## src/rtl/bcd_display_scanner.sv

```systemverilog
// -----------------------------------------------------------------------------
// bcd_display_scanner
//
// Latches a three-digit BCD value and time-multiplexes it onto one common
// 7-segment bus with one-hot digit enables. Leading zeros are blanked and
// invalid (>9) nibbles are shown as a dash and flagged on err. New values are
// held in a pending register and only swapped into the displayed register at
// a frame boundary, so one scan never mixes old and new digits.
//
// Parameters:
//   REFRESH_DIV  clock cycles each digit is held (>= 1)
//
// Ports:
//   clk         system clock, rising edge
//   rst_n       asynchronous active-low reset
//   bcd_in      [11:8] hundreds, [7:4] tens, [3:0] ones
//   load        capture qualifier for bcd_in
//   seg         segments {g,f,e,d,c,b,a}, active-high
//   an          one-hot digit enable: 001 ones, 010 tens, 100 hundreds
//   frame_done  pulse on the last cycle of each scan frame
//   err         high while any displayed nibble is > 9
// -----------------------------------------------------------------------------
module bcd_display_scanner #(
    parameter int unsigned REFRESH_DIV = 4
) (
    input  logic        clk,
    input  logic        rst_n,
    input  logic [11:0] bcd_in,
    input  logic        load,
    output logic [6:0]  seg,
    output logic [2:0]  an,
    output logic        frame_done,
    output logic        err
);

    localparam int unsigned PW = (REFRESH_DIV > 1) ? $clog2(REFRESH_DIV) : 1;
    localparam logic [PW-1:0] PS_MAX = PW'(REFRESH_DIV - 1);

    logic [PW-1:0] presc_q, presc_d;
    logic [1:0]    digit_q, digit_d;
    logic [11:0]   disp_q,  disp_d;
    logic [11:0]   pend_val_q, pend_val_d;
    logic          pend_q,  pend_d;

    logic          tc;
    logic          fb;

    assign tc = (presc_q == PS_MAX);
    assign fb = tc && (digit_q == 2'd2);

    // ------------------------------------------------------------------
    // Next-state logic
    // ------------------------------------------------------------------
    always_comb begin
        presc_d    = tc ? '0 : presc_q + 1'b1;

        digit_d    = digit_q;
        if (digit_q == 2'd3) begin
            digit_d = 2'd0;
        end else if (tc) begin
            digit_d = (digit_q == 2'd2) ? 2'd0 : digit_q + 2'd1;
        end

        disp_d     = disp_q;
        pend_val_d = pend_val_q;
        pend_d     = pend_q;

        if (fb) begin
            // A load on the boundary cycle bypasses the pending register and
            // supersedes whatever was waiting there.
            if (load) begin
                disp_d = bcd_in;
            end else if (pend_q) begin
                disp_d = pend_val_q;
            end
            pend_d = 1'b0;
        end else if (load) begin
            pend_val_d = bcd_in;
            pend_d     = 1'b1;
        end
    end

    always_ff @(posedge clk or negedge rst_n) begin
        if (!rst_n) begin
            presc_q    <= '0;
            digit_q    <= '0;
            disp_q     <= '0;
            pend_val_q <= '0;
            pend_q     <= 1'b0;
        end else begin
            presc_q    <= presc_d;
            digit_q    <= digit_d;
            disp_q     <= disp_d;
            pend_val_q <= pend_val_d;
            pend_q     <= pend_d;
        end
    end

    // ------------------------------------------------------------------
    // Output decode (registered state only)
    // ------------------------------------------------------------------
    logic [3:0] hund, tens, ones;
    logic [3:0] nib;
    logic       blank;
    logic [6:0] seg_raw;

    assign hund = disp_q[11:8];
    assign tens = disp_q[7:4];
    assign ones = disp_q[3:0];

    always_comb begin
        nib   = '0;
        an    = '0;
        blank = 1'b1;
        case (digit_q)
            2'd0: begin
                nib   = ones;
                an    = 3'b001;
                blank = 1'b0;
            end
            2'd1: begin
                nib   = tens;
                an    = 3'b010;
                blank = (hund == 4'd0) && (tens == 4'd0);
            end
            2'd2: begin
                nib   = hund;
                an    = 3'b100;
                blank = (hund == 4'd0);
            end
            default: begin
                nib   = '0;
                an    = '0;
                blank = 1'b1;
            end
        endcase
    end

    always_comb begin
        seg_raw = 7'h40;
        case (nib)
            4'd0: seg_raw = 7'h3F;
            4'd1: seg_raw = 7'h06;
            4'd2: seg_raw = 7'h5B;
            4'd3: seg_raw = 7'h4F;
            4'd4: seg_raw = 7'h66;
            4'd5: seg_raw = 7'h6D;
            4'd6: seg_raw = 7'h7D;
            4'd7: seg_raw = 7'h07;
            4'd8: seg_raw = 7'h7F;
            4'd9: seg_raw = 7'h6F;
            default: seg_raw = 7'h40;
        endcase
    end

    assign seg        = blank ? 7'h00 : seg_raw;
    assign frame_done = fb;
    assign err        = (hund > 4'd9) || (tens > 4'd9) || (ones > 4'd9);

endmodule

```

## config.mk

```make
export PLATFORM = sky130hd
export DESIGN_NAME = bcd_display_scanner
export DESIGN_NICKNAME = d
export VERILOG_FILES = /design/src/rtl/bcd_display_scanner.sv
export SDC_FILE = /design/constraint.sdc
export NUM_CORES = 1
export LEC_CHECK = 0
export CAP_MARGIN = 25
export CORE_UTILIZATION = 54
export DETAILED_ROUTE_END_ITERATION = 8
export DONT_BUFFER_PORTS = 1
export MAX_ROUTING_LAYER = met4
export PLACE_DENSITY = 0.69
export SLEW_MARGIN = 5
export SYNTH_ARGS = -nofsm -noshare
export SYNTH_HDL_FRONTEND = slang
export SYNTH_SLANG_ARGS = --single-unit
```

## constraint.sdc

```tcl
create_clock -name clk -period 2.25 [get_ports clk]
set_input_delay 0.3375 -clock clk [delete_from_list [all_inputs] [get_ports clk]]
set_output_delay 0.3375 -clock clk [all_outputs]
set_load 0.01 [all_outputs]
```

Word level (Yosys, flattened, before mapping). Memory sizes are Yosys's and may differ from the RTL's. Index checks and enable logic that the tools add are counted. W data, S select, Z words.

Multiplexer cells: 12. Equal/unequal tests: 4. Add/sub/neg operators: 2. Divide/modulo/power cells: 0. Magnitude comparators: 3. Reductions and logical operators: 12. Bitwise logic cells: 1. Shift-type cells: 0. Multipliers: 0.

Operators with widths (count): $mux W12 (2); $gt A4 B4 Y1 const B (3); $pmux W4 S3 (1); $pmux W3 S3 (1); $logic_not A4 Y1 (2); $mux W2 (4); $mux W7 (1); $eq A2 B2 Y1 const B (3); $reduce_bool A2 Y1 (3); $add A2 B1 Y2 const B (2); $reduce_and A2 Y1 (2); $pmux W1 S3 (1); $eq A2 B1 Y1 const B (1); $logic_and A1 B1 Y1 (2); $logic_not A2 Y1 (1); $logic_or A1 B1 Y1 (2); $mux W1 (2); $not A1 Y1 (1).

Register bits: 29. ROM bits: 112. Memories kept: 1. Memory bits (writable): 0. Bits of input ports: 15. Bits in latches: 0.

Memory list: (no name shown) (depth 16, width 7, rd ports 1, clocked after Yosys merged registers in 0, wr ports 0, RTL line 141) `case (nib)`.

Depth between registers and ports, before layout. Gate-level depths: netlist of the first run.

Depth in word-level cells: 4. Depth in mapped cells: 9. Mapped depth without buffers: 7.

Worst setup path before layout of the first run. OpenSTA, ideal clock, no wires.

Path type: register to output. Start point: reg digit_q[0]. End point: out seg[3]. Setup slack: -0.058 ns. Data required time: 1.913 ns. Cell stages (with the launch flop): 8. Arrival time: 1.971 ns. Cells stage by stage: dfrtp_1 -> buf_6 -> mux2i_1 -> a2bb2oi_1 -> inv_1 -> ha_1 -> mux2_1 -> a211oi_1.

Cells in the longest elaborated chain, start to end: 4.

Ends and longest elaborated chain: start: declaration (RTL line 40) `logic [1:0] digit_q, digit_d;`; start signal: assignment (RTL line 92) `digit_q <= digit_d;`; $eq A2 B2 Y1 (tied with other cells) (RTL line 115) `case (digit_q)`; $pmux W4 S3 (RTL line 115); $mem_v2 Z16 W7; $mux W7 * (RTL line 156) `assign seg = blank ? 7'h00 : seg_raw;`; end: declaration (RTL line 30) `output logic [6:0] seg,`.

Mark *: on every way between the ends. The rest lies on a longest branch, timed or not.

Worst setup path after layout of the first run.
Start point: reg digit_q[0]. End point: out seg[0].

Same word-level chain as after synthesis.

==> results of run 1 <==
## logic make-up after synthesis
| kind of cell | synth area share |
|---|---|
| AO/OA/AOI/OAI | 0.131 |
| XOR/XNOR | 0.00541 |
| adder cells (fa/ha/maj) | 0.0387 |
| buffers and inverters | 0.0410 |
| flip-flops | 0.449 |
| multiplexers | 0.242 |
| AND/OR/NAND/NOR | 0.0928 |
## critical path, stage by stage (launching register included)
cell	delay, ns
dfrtp_2	0.44
buf_4	0.14
buf_6	0.10
mux2i_4	0.25
a2bb2oi_4	0.21
mux2_4	0.33
a211oi_2	0.20
buf_4	0.15
## timing repair
| item | CTS | global route |
|---|---|---|
| hold buffers | 2 | 0 |
| setup buffers | 3 | 6 |
| pin swaps | 7 | 5 |
| hold endpoints to repair | 29 | 0 |
| gates resized for setup | 21 | 12 |
| setup endpoints to repair | 7 | 7 |
## how the worst min path moves through the flow
stage               startpoint       endpoint  cells past startpoint
finish               bcd_in[0]  pend_val_q[0]                      1
global route         bcd_in[0]  pend_val_q[0]                      1
CTS                  bcd_in[0]  pend_val_q[0]                      1
detailed placement       rst_n  pend_val_q[6]                      0
global placement         rst_n  pend_val_q[6]                      0
floorplan                rst_n     digit_q[0]                      0
## cell type report
type	instances	area (µm²)
well taps	31	38.8
repair buffers	23	206
multi-input cells	99	962
clock buffers	7	55.1
clock inverters	1	30.0
flip-flops and latches	29	727
fillers	189	774
inverters	3	11.3
## metal layers
layer / GRT usage / vias to the layer above
met2: 0.372 / 36
met4: 0.0941 / 0
met5: - / -
met1: 0.282 / 548
met3: 0.0714 / 11
li1: - / 539
## cell usage after synthesis
cell type	instances
dfrtp_1	29
mux2i_1	16
nand2_1	15
o21ai_1	12
mux2_4	10
nor2_1	7
ha_1	5
mux2_1	5
a211oi_1	3
a21oi_1	3
buf_6	3
clkbuf_1	3
inv_1	3
o21ai_0	3
a2bb2oi_2	2
a311oi_1	2
buf_2	2
nor4_1	2
a21oi_2	1
a2bb2oi_1	1
a2bb2oi_4	1
and2_4	1
mux2_2	1
mux2i_2	1
nand2b_4	1
nand3_1	1
nand3b_1	1
nor2b_1	1
nor2b_2	1
nor3_1	1
o2bb2ai_1	1
xnor2_1	1
## sequential cells by signal, indices dropped and copies added (netlist names)
register / cells
digit_q: 2
presc_q: 2
disp_q: 12
pend_q: 1
pend_val_q: 12
## power breakdown
group          internal (mW)  leakage [nW]  switching [mW]
Sequential             0.565         0.342          0.0404
Combinational          0.161         0.541           0.139
Clock                  0.265        0.0455           0.185
==> metrics.md, run 1 <==
| Metric | Value |
|---|---|
| Tmin final | 2.50 ns |
| Met3 Wirelength | 201 µm |
| Post-synthesis sequential area ratio | 0.449 |
| 1st-iter DRT viols | 64 |
| Clock slew at reported path FFs | 0.10 ns |
| Critical Path AT | 2.16 ns |
| Max Root-Sink Buffers | 2 |
| Fin worst setup slack | -0.248 ns |
| Worst Max-Slew Pin Slew | 0.454 ns |
| Wire per inst | between 15 and 20 µm |
| Io pins | 27 |
| Initial Utilization | 0.577 |
| Critical R2R Launch | digit_q[0] |
| Final #Nets | 181 |
| R2R depth | 6 |
| Fin cells | 193 |
| Most frequent cells in the layout | dfrtp_1 (28), buf_4 (16), mux2i_1 (15), nand2_1 (13) |
| Fin crit share | 1.11 |
| Number of global-route vias before repair | 1176 |
| First-pass detailed-route iteration total | 6 |
| Hpwl dp | 2180 µm |
| Power Dens Cells | between 600 and 700 mW/mm² |
| Core area | 0.00281 mm² |
| Power, Total | 1.35 mW |
| Die Width | 56.7 µm |
| GPL Wtd Cong | 0.789 |
| WL met1 | 1470 µm |
| Max_cap viols | 0 |
| TritonCTS clock tree | yes |
| Failing checks | DRC, setup timing |
| Dpl cells | 176 |
| Row count | 19 |
| Global-route wire length before repair | 5460 µm |
| Area delta synth->final | 25.5% |
| Hold Crit Class | input port to flop |
| Area post-placement | ~0.0017 mm² |
| Yosys warnings | 0 |
| Slew Viols, Final | 0 |
| Setup TNS | -1.41 ns |
| Synthesized flop and latch total | 29 |
| Pin count of the biggest net entering global routing | 30 |
| ANT nets after route | 0 |
| Synth cell types | 32 |
| WP data required | 1.91 ns |
| Share of layout cells above drive strength 1 | 0.420 |
| Met2 WL post-DR | 1730 µm |
| Syn nets | 159 |
| I/O Buffers | 0 |
| Setup CP Type | flop to output port |
| Total clock buffers created by CTS | 5 |
| GRT overflow | 0 |
| DRT Wirelength | between 3000 and 4000 µm |
| Element type at the critical path end | output port |
| Top cell type's share of synthesized area | 0.449 |
| Rel. slew slack | 0.697 |
| Worst Setup EP | seg[0] |
| Area leader, netlist | dfrtp_1 |
| Setup slack at placement | -0.00118 ns |
| Die height | 56.7 µm |
| Max layer used | met4 |
| Static Leakage | 0.929 nW |
| Syn_area_per_cell | 11.6 µm² |
| Critical path peak fanout | 5 |
| Run status | finished, violations left |
| Finished Core Util | 0.724 |
| Total Routing Usage GR | 0.235 |
| Top post-synthesis cells by area | dfrtp_1 (45%), mux2i_1 (9.9%), mux2_4 (9.3%) |
| F_max | 0.400 GHz |
| Via density | 5.88 |
| Clock root buffer | clkbuf_4 |
| Worst setup path startpoint | digit_q[0] |
| R2R Path End | pend_val_q[10] |
| Ant. Diodes | 0 |
| Mapped Cells | between 100 and 150 |
| Design area | 0.00203 mm² |
| Reg2reg setup slack | 0.32 ns |
| Initial antenna violation count | 0 |
| Worst setup SP type | flop |
| Post-Syn Area | roughly 0.0016 mm² |
| H-tree levels | 2 |
| Leading cell type in the layout, fill and taps excluded | dfrtp_1 |
| Total Die Area | 0.00322 mm² |
| Vias | 1134 |
| Final Setup Violations | 7 |
| Skew final | 0.00671 ns |
| VDD IR max | 0.435 mV |
| Clock Sinks | 29 |
| Final Hold Viols | 0 |
| Drt drc | 4 |
| RSZ-0062 raised after global routing | yes |
| Clock latency on the worst-skew pair | 0.33 ns |
| Worst Hold Margin | 0.141 ns |
Note: power is estimated with default switching activity, not from simulation.
==> run 2: changes to the inputs <==
==> constraint.sdc (replaced) <==
create_clock -name clk -period 3.13 [get_ports clk]
set_input_delay 0.4695 -clock clk [delete_from_list [all_inputs] [get_ports clk]]
set_output_delay 0.4695 -clock clk [all_outputs]
set_load 0.01 [all_outputs]
==> run 2 against run 1 <==
- the flow finishes with violations (DRC)
- clock power shrank 30%
- final cell count shrank 9.8%
- core utilization shrank 10 points
- worst hold slack gained 0.14 ns
- worst setup slack gained 0.44 ns
- non-clock buffer count shrank 19
- critical endpoint is now seg[3]
- largest cell class unchanged
- highest routed layer unchanged
==> metrics.md, run 2 (synthesis results as in run 1) <==
| Metric | Value |
|---|---|
| Clock root buffer | clkbuf_4 |
| WP data required | 2.66 ns (+0.75 ns) |
| GRT overflow | 0 (unchanged) |
| F_max | 0.340 GHz |
| Top flop regs | disp_q (12), pend_val_q (12) |
| Rel. slew slack | 0.476 (-0.221) |
| Setup slack at placement | 0.399 ns (+0.400 ns) |
| Number of global-route vias before repair | 1058 (-10%) |
| Pin count of the biggest net entering global routing | 30 (unchanged) |
| First-pass detailed-route iteration total | 6 (unchanged) |
| Power Dens Cells | 511 mW/mm² (-23%) |
| Hpwl dp | 1980 µm (-9.3%) |
| Worst setup SP type | flop |
| Leading cell type in the layout, fill and taps excluded | dfrtp_1 |
| Io pins | 27 (unchanged) |
| Final Hold Viols | 0 (unchanged) |
| Element type at the critical path end | output port |
| 1st-iter DRT viols | 32 (-50%) |
| Drt drc | 6 (+2) |
| Setup CP Type | flop to output port |
| Failing checks | DRC |
| Initial Utilization | 0.577 (unchanged) |
| R2R depth | 5 (-1) |
| Max_cap viols | 0 (unchanged) |
| H-tree levels | 2 (unchanged) |
| R2R Path End | disp_q[10] |
| Vias | 1026 (-9.5%) |
| Setup TNS | 0 ns (+1.41 ns) |
| Static Leakage | 0.801 nW (-14%) |
| Run status | finished, violations left |
| Via density | 5.90 (+0.36%) |
| I/O Buffers | 0 (unchanged) |
| Worst setup path startpoint | digit_q[0] |
| Met3 Wirelength | 158 µm (-21%) |
| Critical R2R Launch | digit_q[0] |
| Reg2reg setup slack | 1.23 ns (+0.91 ns) |
| Hold Crit Class | input port to flop |
| Die Width | 56.7 µm (unchanged) |
| Fin worst setup slack | 0.191 ns (+0.439 ns) |
| RSZ-0062 raised after global routing | no |
| Total Die Area | 0.00322 mm² (unchanged) |
| Met2 WL post-DR | 1250 µm (-28%) |
| Fillers | 241 (+28%) |
| Dpl cells | 164 (-6.8%) |
| ANT nets after route | 0 (unchanged) |
| Total clock buffers created by CTS | 5 (unchanged) |
| Critical Path AT | 2.47 ns (+0.31 ns) |
| GPL Wtd Cong | 0.885 (+12%) |
| Worst Max-Slew Pin Slew | 0.783 ns (+0.329 ns) |
| VDD IR max | 0.317 mV (-27%) |
| Max Root-Sink Buffers | 2 (unchanged) |
| Area delta synth->final | 7.66% |
| Final Setup Violations | 0 (-7) |
| Initial antenna violation count | 0 (unchanged) |
| Tmin final | 2.94 ns |
| Wire per inst | 15.9 µm (-12%) |
| Global-route wire length before repair | 4840 µm (-11%) |
| Core area | 0.00281 mm² (unchanged) |
| Total Routing Usage GR | 0.205 (-0.0303) |
| DRT Wirelength | 2760 µm (-21%) |
| Worst Setup EP | seg[3] |
| Fin crit share | 0.939 |
| Clock latency on the worst-skew pair | 0.31 ns (-0.02 ns) |
| Skew final | 0.00465 ns (-0.00207 ns) |
| WL met1 | 1330 µm (-10%) |
| Die height | 56.7 µm (unchanged) |
| TritonCTS clock tree | yes |
| Clock Sinks | 29 (unchanged) |
| Critical path peak fanout | 10 (+5) |
| Ant. Diodes | 0 (unchanged) |
| Max layer used | met4 |
| Most frequent cells in the layout | dfrtp_1 (28), mux2i_1 (16), nand2_1 (15), o21ai_1 (12), mux2_4 (10) |
| Row count | 19 (unchanged) |
| Slew Viols, Final | 0 (unchanged) |
| Clock slew at reported path FFs | 0.09 ns (about the same) |
| Share of layout cells above drive strength 1 | 0.224 (-0.196) |
| Final #Nets | 162 (-10%) |
| Fin cells | 174 (-9.8%) |
run 2: worst min path at each step:
stage | cells after the start | slack (ns) | startpoint | endpoint
3_5_place_dp | 0 | 0.17 | rst_n | disp_q[8]
2_1_floorplan | 0 | 0.17 | rst_n | digit_q[0]
6_report | 1 | 0.28 | bcd_in[0] | pend_val_q[0]
5_1_grt | 1 | 0.25 | bcd_in[0] | pend_val_q[0]
3_3_place_gp | 0 | 0.17 | rst_n | disp_q[8]
4_1_cts | 1 | 0.26 | bcd_in[0] | pend_val_q[0]
run 2: critical path, stage by stage (launching register included):
cell and delay, ns:
dfrtp_2 0.51, mux2i_1 0.22, a2bb2oi_1 0.36, inv_1 0.13, ha_1 0.33, mux2_1 0.31, a211oi_2 0.31
run 2: power by group:
group / internal (mW) / total, mW / switching, mW
combinational: 0.0701 / 0.143 / 0.0727
sequential: 0.406 / 0.432 / 0.0256
clock: 0.190 / 0.315 / 0.125
total: 0.666 / 0.889 / 0.223
run 2: area by class of cell:
cell class | instances | area, µm² | share of cell area
clock buffers | 6 | 51.3 | 0.0295
clock inverters | 2 | 37.5 | 0.0216
inverters | 3 | 11.3 | 0.00647
multi-input cells | 99 | 831 | 0.477
flip-flops and latches | 29 | 727 | 0.417
well taps | 31 | 38.8 | 0.0223
repair buffers | 4 | 45.0 | 0.0259
run 2: layer usage:
layer | up-vias | GRT usage
met3 | 5 | 0.0622
met4 | 0 | 0.0732
met2 | 24 | 0.282
met1 | 495 | 0.286
met5 | - | -
li1 | 502 | -
run 2: through the flow:
stage | hold slack [ns] | cell area, µm² | power, mW | util
floorplan | 0.174 | 1620 | 0.549 | -
global placement | 0.175 | 1620 | 0.562 | 0.576
detailed placement | 0.175 | 1620 | 0.569 | 0.576
CTS | 0.263 | 1740 | 0.900 | 0.619
global route | 0.251 | 1740 | 0.933 | 0.621
finish | 0.280 | 1740 | 0.889 | 0.621
run 2: timing repair:
action / in CTS / in global routing
buffers inserted: 0 / 0
resized for setup: 0 / 2
hold buffers: 2 / 0
endpoints found under the hold margin: 29 / 0
endpoints found under the setup margin: 0 / 2
==> run 3: changes to the inputs <==
--- a/config.mk
+++ b/config.mk
@@ -5,6 +5,7 @@
 export SDC_FILE = /design/constraint.sdc
 export NUM_CORES = 1
 export LEC_CHECK = 0
+export ABC_CLOCK_PERIOD_IN_PS = 3130
 export CAP_MARGIN = 25
 export CORE_UTILIZATION = 54
 export DETAILED_ROUTE_END_ITERATION = 8
==> results of run 3 <==
Same layout as run 2: the final DEF is identical, and so are final timing and power.
